<file path="config.mk">
export PLATFORM = sky130hd
export DESIGN_NAME = exe_alu_stage_flat
export DESIGN_NICKNAME = d
export VERILOG_FILES = /design/src/rtl/arm_pkg.sv /design/src/rtl/exe_alu_stage_if.sv /design/src/rtl/alu_core.sv /design/src/rtl/exe_alu_stage.sv /design/src/flat_wrapper.sv
export SDC_FILE = /design/constraint.sdc
export NUM_CORES = 1
export LEC_CHECK = 0
export ABC_AREA = 1
export CAP_MARGIN = 10
export CORE_ASPECT_RATIO = 0.9
export CORE_UTILIZATION = 37
export DETAILED_ROUTE_END_ITERATION = 8
export SLEW_MARGIN = 25
export SYNTH_ARGS = -nofsm -noshare
export SYNTH_HDL_FRONTEND = slang
export SYNTH_SLANG_ARGS = --single-unit
export TNS_END_PERCENT = 10
</file>
<file path="constraint.sdc">
create_clock -name clk -period 3.05 [get_ports clk]
set_input_delay 0.61 -clock clk [delete_from_list [all_inputs] [get_ports clk]]
set_output_delay 0.61 -clock clk [all_outputs]
set_load 0.03 [all_outputs]
</file>
<file path="src/rtl/arm_pkg.sv">
// rtl/arm_pkg.sv - EXE command encodings, flag indices and decode helpers
package arm_pkg;

  localparam logic [3:0] EXE_MOV = 4'b0001;
  localparam logic [3:0] EXE_ADD = 4'b0010;
  localparam logic [3:0] EXE_ADC = 4'b0011;
  localparam logic [3:0] EXE_SUB = 4'b0100;
  localparam logic [3:0] EXE_SBC = 4'b0101;
  localparam logic [3:0] EXE_AND = 4'b0110;
  localparam logic [3:0] EXE_ORR = 4'b0111;
  localparam logic [3:0] EXE_EOR = 4'b1000;
  localparam logic [3:0] EXE_MVN = 4'b1001;

  localparam int FLAG_N = 3;
  localparam int FLAG_Z = 2;
  localparam int FLAG_C = 1;
  localparam int FLAG_V = 0;

  function automatic logic cmd_defined(input logic [3:0] cmd);
    return cmd inside {EXE_MOV, EXE_ADD, EXE_ADC, EXE_SUB, EXE_SBC,
                       EXE_AND, EXE_ORR, EXE_EOR, EXE_MVN};
  endfunction

  // Only the adder/subtractor ops own C and V; the rest leave them alone.
  function automatic logic cmd_is_arith(input logic [3:0] cmd);
    return cmd inside {EXE_ADD, EXE_ADC, EXE_SUB, EXE_SBC};
  endfunction

endpackage

</file>
<file path="src/rtl/exe_alu_stage_if.sv">
// rtl/exe_alu_stage_if.sv - ID/EXE input bundle and EXE/MEM output bundle
interface exe_alu_stage_if #(
  parameter int DW = 32,
  parameter int RW = 4
);
  logic          stall;
  logic          flush;
  logic          in_valid;
  logic [3:0]    exe_cmd;
  logic          s_bit;
  logic [DW-1:0] val1;
  logic [DW-1:0] val2;
  logic [DW-1:0] st_val;
  logic          wb_en;
  logic          mem_r_en;
  logic          mem_w_en;
  logic [RW-1:0] dest;

  logic          out_valid;
  logic [DW-1:0] alu_res;
  logic          out_wb_en;
  logic          out_mem_r_en;
  logic          out_mem_w_en;
  logic [RW-1:0] out_dest;
  logic [DW-1:0] out_st_val;
  logic [3:0]    status;

  modport master (
    output stall, flush, in_valid, exe_cmd, s_bit, val1, val2, st_val,
           wb_en, mem_r_en, mem_w_en, dest,
    input  out_valid, alu_res, out_wb_en, out_mem_r_en, out_mem_w_en,
           out_dest, out_st_val, status
  );

  modport slave (
    input  stall, flush, in_valid, exe_cmd, s_bit, val1, val2, st_val,
           wb_en, mem_r_en, mem_w_en, dest,
    output out_valid, alu_res, out_wb_en, out_mem_r_en, out_mem_w_en,
           out_dest, out_st_val, status
  );
endinterface

</file>
<file path="src/rtl/alu_core.sv">
// rtl/alu_core.sv - combinational ALU: result plus raw NZCV for every command
module alu_core
  import arm_pkg::*;
#(
  parameter int DW = 32
) (
  input  logic [3:0]    i_exe_cmd,
  input  logic [DW-1:0] i_val1,
  input  logic [DW-1:0] i_val2,
  input  logic          i_c_in,
  output logic [DW-1:0] o_res,
  output logic          o_n,
  output logic          o_z,
  output logic          o_c,
  output logic          o_v
);

  logic [DW:0] w_sum;
  logic        w_is_sub;

  always_comb begin
    w_sum    = '0;
    w_is_sub = 1'b0;
    case (i_exe_cmd)
      EXE_MOV: w_sum = {1'b0, i_val2};
      EXE_MVN: w_sum = {1'b0, ~i_val2};
      EXE_ADD: w_sum = {1'b0, i_val1} + {1'b0, i_val2};
      EXE_ADC: w_sum = {1'b0, i_val1} + {1'b0, i_val2} + {{DW{1'b0}}, i_c_in};
      EXE_SUB: begin
        w_sum    = {1'b0, i_val1} - {1'b0, i_val2};
        w_is_sub = 1'b1;
      end
      // Borrow-in is the inverse of the registered carry.
      EXE_SBC: begin
        w_sum    = {1'b0, i_val1} - {1'b0, i_val2} - {{DW{1'b0}}, ~i_c_in};
        w_is_sub = 1'b1;
      end
      EXE_AND: w_sum = {1'b0, i_val1 & i_val2};
      EXE_ORR: w_sum = {1'b0, i_val1 | i_val2};
      EXE_EOR: w_sum = {1'b0, i_val1 ^ i_val2};
      default: w_sum = '0;
    endcase
  end

  always_comb begin
    o_res = w_sum[DW-1:0];
    o_n   = w_sum[DW-1];
    o_z   = (w_sum[DW-1:0] == '0);
    if (w_is_sub) begin
      o_c = ~w_sum[DW];
      o_v = (i_val1[DW-1] != i_val2[DW-1]) && (w_sum[DW-1] != i_val1[DW-1]);
    end else begin
      o_c = w_sum[DW];
      o_v = (i_val1[DW-1] == i_val2[DW-1]) && (w_sum[DW-1] != i_val1[DW-1]);
    end
  end

endmodule

</file>
<file path="src/rtl/exe_alu_stage.sv">
// rtl/exe_alu_stage.sv - execute stage: ALU, status register, EXE/MEM register
module exe_alu_stage
  import arm_pkg::*;
#(
  parameter int DW = 32,
  parameter int RW = 4
) (
  input  logic              clk,
  input  logic              rst_n,
  exe_alu_stage_if.slave    bus
);

  logic [DW-1:0] w_res;
  logic          w_n, w_z, w_c, w_v;
  logic          w_capture;
  logic [3:0]    w_status_nxt;

  logic          r_valid;
  logic [DW-1:0] r_res;
  logic          r_wb_en;
  logic          r_mem_r_en;
  logic          r_mem_w_en;
  logic [RW-1:0] r_dest;
  logic [DW-1:0] r_st_val;
  logic [3:0]    r_status;

  alu_core #(.DW(DW)) u_alu (
    .i_exe_cmd (bus.exe_cmd),
    .i_val1    (bus.val1),
    .i_val2    (bus.val2),
    .i_c_in    (r_status[FLAG_C]),
    .o_res     (w_res),
    .o_n       (w_n),
    .o_z       (w_z),
    .o_c       (w_c),
    .o_v       (w_v)
  );

  assign w_capture = bus.in_valid & bus.s_bit & ~bus.stall & ~bus.flush
                   & cmd_defined(bus.exe_cmd);

  always_comb begin
    w_status_nxt         = r_status;
    w_status_nxt[FLAG_N] = w_n;
    w_status_nxt[FLAG_Z] = w_z;
    if (cmd_is_arith(bus.exe_cmd)) begin
      w_status_nxt[FLAG_C] = w_c;
      w_status_nxt[FLAG_V] = w_v;
    end
  end

  always_ff @(posedge clk or negedge rst_n) begin
    if (!rst_n) begin
      r_status <= '0;
    end else if (w_capture) begin
      r_status <= w_status_nxt;
    end
  end

  // Flush outranks stall so a squashed instruction never lingers in a frozen stage.
  always_ff @(posedge clk or negedge rst_n) begin
    if (!rst_n) begin
      r_valid    <= 1'b0;
      r_res      <= '0;
      r_wb_en    <= 1'b0;
      r_mem_r_en <= 1'b0;
      r_mem_w_en <= 1'b0;
      r_dest     <= '0;
      r_st_val   <= '0;
    end else if (bus.flush) begin
      r_valid    <= 1'b0;
      r_res      <= '0;
      r_wb_en    <= 1'b0;
      r_mem_r_en <= 1'b0;
      r_mem_w_en <= 1'b0;
      r_dest     <= '0;
      r_st_val   <= '0;
    end else if (!bus.stall) begin
      r_valid    <= bus.in_valid;
      r_res      <= w_res;
      r_wb_en    <= bus.wb_en    & bus.in_valid;
      r_mem_r_en <= bus.mem_r_en & bus.in_valid;
      r_mem_w_en <= bus.mem_w_en & bus.in_valid;
      r_dest     <= bus.dest;
      r_st_val   <= bus.st_val;
    end
  end

  assign bus.out_valid    = r_valid;
  assign bus.alu_res      = r_res;
  assign bus.out_wb_en    = r_wb_en;
  assign bus.out_mem_r_en = r_mem_r_en;
  assign bus.out_mem_w_en = r_mem_w_en;
  assign bus.out_dest     = r_dest;
  assign bus.out_st_val   = r_st_val;
  assign bus.status       = r_status;

endmodule

</file>
<file path="src/flat_wrapper.sv">
// flat-port wrapper written by rule: the top's interface ports become plain ports
module exe_alu_stage_flat import arm_pkg::*;
#(
  parameter int DW = 32,
  parameter int RW = 4
)
  (clk, rst_n, bus_stall, bus_flush, bus_in_valid, bus_exe_cmd, bus_s_bit, bus_val1, bus_val2, bus_st_val, bus_wb_en, bus_mem_r_en, bus_mem_w_en, bus_dest, bus_out_valid, bus_alu_res, bus_out_wb_en, bus_out_mem_r_en, bus_out_mem_w_en, bus_out_dest, bus_out_st_val, bus_status);
  exe_alu_stage_if #(.DW(DW), .RW(RW)) bus_i ();
  input  logic clk;
  input  logic rst_n;
  input wire logic [$bits(bus_i.stall)-1:0] bus_stall;
  input wire logic [$bits(bus_i.flush)-1:0] bus_flush;
  input wire logic [$bits(bus_i.in_valid)-1:0] bus_in_valid;
  input wire logic [$bits(bus_i.exe_cmd)-1:0] bus_exe_cmd;
  input wire logic [$bits(bus_i.s_bit)-1:0] bus_s_bit;
  input wire logic [$bits(bus_i.val1)-1:0] bus_val1;
  input wire logic [$bits(bus_i.val2)-1:0] bus_val2;
  input wire logic [$bits(bus_i.st_val)-1:0] bus_st_val;
  input wire logic [$bits(bus_i.wb_en)-1:0] bus_wb_en;
  input wire logic [$bits(bus_i.mem_r_en)-1:0] bus_mem_r_en;
  input wire logic [$bits(bus_i.mem_w_en)-1:0] bus_mem_w_en;
  input wire logic [$bits(bus_i.dest)-1:0] bus_dest;
  output wire logic [$bits(bus_i.out_valid)-1:0] bus_out_valid;
  output wire logic [$bits(bus_i.alu_res)-1:0] bus_alu_res;
  output wire logic [$bits(bus_i.out_wb_en)-1:0] bus_out_wb_en;
  output wire logic [$bits(bus_i.out_mem_r_en)-1:0] bus_out_mem_r_en;
  output wire logic [$bits(bus_i.out_mem_w_en)-1:0] bus_out_mem_w_en;
  output wire logic [$bits(bus_i.out_dest)-1:0] bus_out_dest;
  output wire logic [$bits(bus_i.out_st_val)-1:0] bus_out_st_val;
  output wire logic [$bits(bus_i.status)-1:0] bus_status;
  assign bus_i.stall = bus_stall;
  assign bus_i.flush = bus_flush;
  assign bus_i.in_valid = bus_in_valid;
  assign bus_i.exe_cmd = bus_exe_cmd;
  assign bus_i.s_bit = bus_s_bit;
  assign bus_i.val1 = bus_val1;
  assign bus_i.val2 = bus_val2;
  assign bus_i.st_val = bus_st_val;
  assign bus_i.wb_en = bus_wb_en;
  assign bus_i.mem_r_en = bus_mem_r_en;
  assign bus_i.mem_w_en = bus_mem_w_en;
  assign bus_i.dest = bus_dest;
  assign bus_out_valid = bus_i.out_valid;
  assign bus_alu_res = bus_i.alu_res;
  assign bus_out_wb_en = bus_i.out_wb_en;
  assign bus_out_mem_r_en = bus_i.out_mem_r_en;
  assign bus_out_mem_w_en = bus_i.out_mem_w_en;
  assign bus_out_dest = bus_i.out_dest;
  assign bus_out_st_val = bus_i.out_st_val;
  assign bus_status = bus_i.status;
  exe_alu_stage #(.DW(DW), .RW(RW)) u_core (.clk(clk), .rst_n(rst_n), .bus(bus_i));
endmodule
</file>
==> results of run 1 <==
==> report_power, final <==
| group | leakage (uW) | internal (uW) | switching (uW) | total, uW |
|---|---|---|---|---|
| sequential | 0.00102 | 1070 | 39.6 | 1110 |
| combinational | 0.0107 | 2140 | 2780 | 4910 |
| clock | 0.000131 | 571 | 373 | 944 |
| total | 0.0118 | 3780 | 3190 | 6970 |
==> routing by layer <==
metal  vias to the layer above  part of all wire (%)  global-route usage [%]
met5                         -                     0                       0
met4                         0                   3.5                   12.98
met3                       116                   8.1                   4.327
met2                       829                    43                   58.45
met1                      8875                    45                   51.90
li1                       8973                     -                       -
==> layout by cell type (no fill, tap or decap), types with 10 or more instances in the layout <==
| cell | n |
|---|---|
| o21ai_0 | 64 |
| a21oi_1 | 28 |
| o21ai_1 | 25 |
| o22ai_1 | 40 |
| buf_12 | 10 |
| o21ai_2 | 12 |
| inv_2 | 99 |
| nand4_1 | 43 |
| nor3_1 | 14 |
| nand2_2 | 147 |
| nand2_1 | 529 |
| nand3_2 | 78 |
| nand3_4 | 16 |
| dlygate4sd2_1 | 27 |
| nand2_4 | 78 |
| nor2_2 | 93 |
| nor2_4 | 84 |
| buf_6 | 40 |
| inv_1 | 220 |
| a21oi_2 | 42 |
| nor2_1 | 108 |
| nand3_1 | 203 |
| clkdlybuf4s50_1 | 131 |
| ha_2 | 11 |
| ha_1 | 53 |
| a21oi_4 | 18 |
| buf_4 | 635 |
| dfrtp_1 | 76 |
| ha_4 | 38 |
==> layout make-up <==
cell class | instances | area [sq um]
tap | 462 | 578.1
fill | 2966 | 10470
clock buffer | 14 | 254.0
multi-input combinational | 1800 | 12350
inverter | 333 | 1287
sequential | 76 | 1902
timing repair buffer | 873 | 7263
antenna | 1 | 2.502
clock inverter | 2 | 10.01
==> worst paths after layout <==
| path | slack [ns] | to | start |
|---|---|---|---|
| hold / removal | 0.16 | u_core.bus.out_st_val[23] | rst_n |
| max in group asynchronous | 2.33 | u_core.bus.out_st_val[14] | rst_n |
| setup / recovery | -0.24 | u_core.bus.status[2] | bus_val2[0] |
| min in group clk | 0.49 | u_core.bus.status[3] | u_core.bus.status[3] |
| setup reg to reg | 0.20 | u_core.bus.status[2] | u_core.bus.status[1] |
| hold reg to reg | 0.49 | u_core.bus.status[3] | u_core.bus.status[3] |
==> stage by stage <==
stage | cells | utilization (%) | total power (uW) | TNS (ns)
after floorplan | 2280 | - | 2880 | -0.1208
after global placement | 3460 | 57.52 | 4864 | -28.02
after CTS | 3535 | 66.03 | 6540 | -0.6913
final | 3561 | 69.32 | 6968 | -2.105
after global routing | 3560 | 69.31 | 7331 | -4.833
after detailed placement | 3460 | 57.52 | 4898 | -29.12
==> state kept, by name (all words and copies together) (netlist names) <==
| register | flops |
|---|---|
| u_core.bus.alu_res | 32 |
| u_core.bus.out_dest | 4 |
| u_core.bus.out_mem_r_en | 1 |
| u_core.bus.out_mem_w_en | 1 |
| u_core.bus.out_st_val | 32 |
| u_core.bus.out_valid | 1 |
| u_core.bus.out_wb_en | 1 |
| u_core.bus.status | 4 |
==> critical path: stages <==
cell	delay (ns)
buf_8	0.10
buf_6	0.11
ha_4	0.17
inv_4	0.06
fa_2	0.45
inv_2	0.09
ha_4	0.15
nand2_4	0.05
inv_4	0.07
nand3_4	0.08
nor2_4	0.14
nand3_2	0.11
inv_2	0.07
nand2_2	0.06
nor2_4	0.16
nand3_4	0.10
nor2_4	0.28
nor2_1	0.09
nor2_2	0.14
nand2_1	0.09
nand3_2	0.07
nor2_2	0.04
nand3_2	0.07
nor2_2	0.04
nand2_1	0.05
nand2_1	0.05
==> what timing repair did <==
action                                  4_1_cts  5_1_grt
hold buffers                                  0        0
endpoints found under the setup margin       30       25
gates cloned                                  0        0
buffers inserted                             59       25
resized for setup                           723      246
pin swaps                                   238      150
==> cells by family after synthesis <==
logic type	after synthesis	synth area share (%)
AOI/OAI and AO/OA	269	12.18
xor gates and xnor gates	5	0.3401
adders and majority gates	104	10.22
buffers and inverters	404	12.61
DFF	76	14.77
and+or+nand+nor	1422	49.87
==> impl_metrics.toml, run 1 <==
[synthesis]
netlist_top_cells_area = "nand2_1, dfrtp_1, nand3_1"
ys_types = 51
synth_edf_count = 0
syn_area_sq_um = 12870
synthTopCellsByCount = "nand2_1, inv_1, nand3_1, nor2_1, ha_1"
synth_top_area_share_pct = 20.23
yosysMostFrequentCell = "nand2_1"
yosysSeqAreaShare_pct = 14.77
synth_nets = 2497
ys_warn_count = 0
synthesis.instances = 2280
async_reset_ff_share_pct = 100.0
ys_ff_latch = 76
synth_top_area_cell = "nand2_1"
synth_flop_cell = "dfrtp_1"
avgSynthCellArea_sq_um = 5.647

[final_layout]
nets = 3310
final_area_sq_um = 23650
layout-area-overhead-vs-synth_pct = 83.67
drive_gt1_share_pct = 47.84

[die]
core_area_sq_um = 34110
initial_core_util_pct = 37.74
die_h_um = 179.0
ios = 189
rows = 64
die_w_um = 198.6
die_area_sq_um = 35550

[global_route]
grt_overflow = 0
grt_pass1_wl_mm = 100.3
antenna_found_initial = 0
first_global_vias = 17884
grt_max_degree = 77
grt_use_total_pct = 37.08

[power]
p_leak_uw = 0.01184
peakVddDrop_v = 0.0002819
power_density_nw_per_um2 = 294.7

[sta]
slew_violations = 0
grt_setup_unrepaired = "true"
setup_ws_ns = -0.2383
fin_skew_ns = 0.002551
worst_pin_slew_ns = 0.7288
max_freq_mhz = 304.1
finalSetupViolCount = 19
period_share_pct = 107.8
post-route-min-period_ns = 3.288
maxSlewHeadroom_pct = 51.41
hold_viol = 0
fin_hold_ws_ns = 0.1566

[placed_design]
gp_congestion = 0.9969
post-place-ws_ns = -1.306
placed_area_sq_um = 19620
dp_hpwl_mm = 54.92
port_buffers = 188

[worst_hold_path]
hold_class = "primary input to asynchronous set/reset pin"

[clock_tree]
numCtsBuffers = 9
clock_latency_ns = 0.33
cts_tree = "done"
clk_pin_slew_ns = 0.05
cts_root_buffer = "clkbuf_16"
clk_path_buf_depth = 2
cts_sinks = 76
ctsHtreeMaxLevel = 3

[worst_setup_path]
r2r_cells = 18
critPathLaunchType = "primary input"
worst-path-max-fanout = 8
endpoint_kind = "flip-flop"
crit_arrival_ns = 3.51
crit_required_ns = 3.27
worstSetupPathType = "primary input to flip-flop"

[run]
drv_cap = 0

[detailed_routing]
drc = 0
first_pass_iters = 7
post_drt_via_cell_ratio = 5.277
wire_per_inst_um = 18.83
postRouteAntennaNets = 0
vias = 18793
wl_mm = 67.04
drtIter0Drc = 1550

[run_status]
violations = "setup timing"
status = "finished with violations"
Note: power is estimated with default switching activity, not from simulation.
==> run 2: changes to the inputs <==
Settings changed: CAP_MARGIN 10 to 40, MAX_ROUTING_LAYER set to met4.
==> run 2 against run 1 <==
- the flow still finishes with violations (setup timing)
- via count down 1.2%
- final area down 0.89%
- utilization fell by 0.62 points
- global-route usage is essentially flat
- critical path type unchanged
- largest cell class unchanged
- largest power group unchanged
==> impl_metrics.toml, run 2 (synthesis gave the netlist of run 1 again) <==
[sta]
fin_hold_ws_ns = 0.2854
slew_violations = 0
worst_pin_slew_ns = 0.8601
maxSlewHeadroom_pct = 42.05
fin_tns_setup_ns = -2.993
max_freq_mhz = 300.3
period_share_pct = 109.2
fin_skew_ns = 0.003062
grt_setup_unrepaired = "true"
hold_viol = 0
setup_ws_ns = -0.2802
finalSetupViolCount = 18
post-route-min-period_ns = 3.330

[detailed_routing]
drtIter0Drc = 1431
postRouteAntennaNets = 0
first_pass_iters = 6
dr.max_layer_used = "met4"
drc = 0
dr_wl_met3_mm = 5.574
wire_per_inst_um = 18.86
post_drt_via_cell_ratio = 5.212
wl_mm = 67.17
vias = 18565
wl_met2_mm = 29.51
wl_met1_mm = 30.32

[worst_setup_path]
endpoint_kind = "flip-flop"
worstSetupPathType = "primary input to flip-flop"
worst-path-max-fanout = 7
crit_arrival_ns = 3.60
crit_required_ns = 3.32
critPathLaunchType = "primary input"
r2r_cells = 22

[clock_tree]
numCtsBuffers = 9
cts_tree = "done"
ctsHoldBuffers = 0
clk_pin_slew_ns = 0.06
ctsHtreeMaxLevel = 3
cts_sinks = 76
clock_latency_ns = 0.33
cts_root_buffer = "clkbuf_16"
clk_path_buf_depth = 2

[die]
die_h_um = 179.0
rows = 64
die_area_sq_um = 35550
core_area_sq_um = 34110
die_w_um = 198.6
initial_core_util_pct = 37.74
ios = 189

[final_layout]
final_cell_mix = "buf_4, nand2_1, inv_1"
layout_commonest_cell = "buf_4"
nets = 3310
drive_gt1_share_pct = 46.29
layout-area-overhead-vs-synth_pct = 82.04
fin_util_pct = 68.71

[run_status]
status = "finished with violations"
violations = "setup timing"

[placed_design]
dp_hpwl_mm = 55.68
gp_congestion = 1.041
port_buffers = 188

[worst_hold_path]
hold_class = "primary input to asynchronous set/reset pin"

[global_route]
grt_overflow = 0
grt_max_degree = 73
grt_pass1_wl_mm = 96.81
antenna_found_initial = 3
grt_use_total_pct = 37.03
first_global_vias = 17120

[power]
peakVddDrop_v = 0.0002779
p_leak_uw = 0.01204
power_density_nw_per_um2 = 302.6

[run]
drv_cap = 0
run 2: cell types whose count changed in the layout (fill, tap and decap cells not counted), moves of 9 or more:
cell             previous run  this run
dlymetal6s2s_1              2        35
clkdlybuf4s50_1           131       141
buf_6                      40        20
dlygate4sd2_1              27         0
nand3_1                   203       212
a21oi_1                    28        37
nand2_2                   147       160
nand2_4                    78        66
ha_1                       53        62
buf_4                     635       653
run 2: final cells by class:
class                      instances  area [sq um]
clock buffer                      11         242.7
fill                            3003         10680
inverter                         333          1277
multi-input combinational       1800         12060
timing repair buffer             873          7292
tap                              462         578.1
clock inverter                     5         83.83
sequential                        76          1902
antenna                            2         5.005
run 2: critical path, cell delays in order:
cell and delay, ns:
clkdlybuf4s50_1 0.51, inv_1 0.09, ha_4 0.35, nand2_1 0.11, nor2_2 0.12, inv_1 0.08
nor2_1 0.11, buf_4 0.14, nand3_1 0.18, nand3_2 0.18, nand2_4 0.08, nor2_2 0.11
nand2_1 0.10, nor2_2 0.12, nand4_1 0.15, nand3_1 0.12, nand3_2 0.09, nor2_2 0.08
nand2_1 0.07, nor2_2 0.08, nand2_1 0.05, nand2_1 0.05
run 2: layer usage:
| metal | vias up | global-route usage (%) |
|---|---|---|
| li1 | 8980 | - |
| met1 | 8714 | 50.80 |
| met2 | 775 | 57.37 |
| met3 | 96 | 4.270 |
| met4 | 0 | 9.808 |
| met5 | - | - |
run 2: path summary, 6_finish.rpt:
kind,slack (ns),from,end
max,-0.28,bus_val1[20],u_core.bus.status[2]
min,0.29,rst_n,u_core.bus.alu_res[21]
max reg2reg,0.23,u_core.bus.status[1],u_core.bus.status[2]
min reg2reg,0.50,u_core.bus.status[3],u_core.bus.status[3]
max in group asynchronous,2.19,rst_n,u_core.bus.alu_res[6]
min in group clk,0.50,u_core.bus.status[3],u_core.bus.status[3]
run 2: timing repair:
item / 4_1_cts / 5_1_grt
endpoints found under the setup margin: 31 / 29
buffers inserted: 14 / 59
gates cloned: 0 / 0
pin swaps: 53 / 246
gates resized for setup: 221 / 631
run 2: report_power, final:
part	switching (uW)	leakage [uW]	internal [uW]	total, uW
Clock	407	0.000152	742	1150
Sequential	40.0	0.00102	1070	1110
Combinational	2730	0.0109	2100	4830
run 2: stage by stage:
stage,cells,instance area (sq um),worst slack (ns),total power (uW)
floorplan,2280,12920,-0.08349,2880
global placement,3470,19710,-1.322,4899
detailed placement,3471,19730,-1.342,4935
CTS,3501,20970,-0.5020,6330
global route,3562,23440,-0.4466,7461
finish,3562,23440,-0.2802,7093
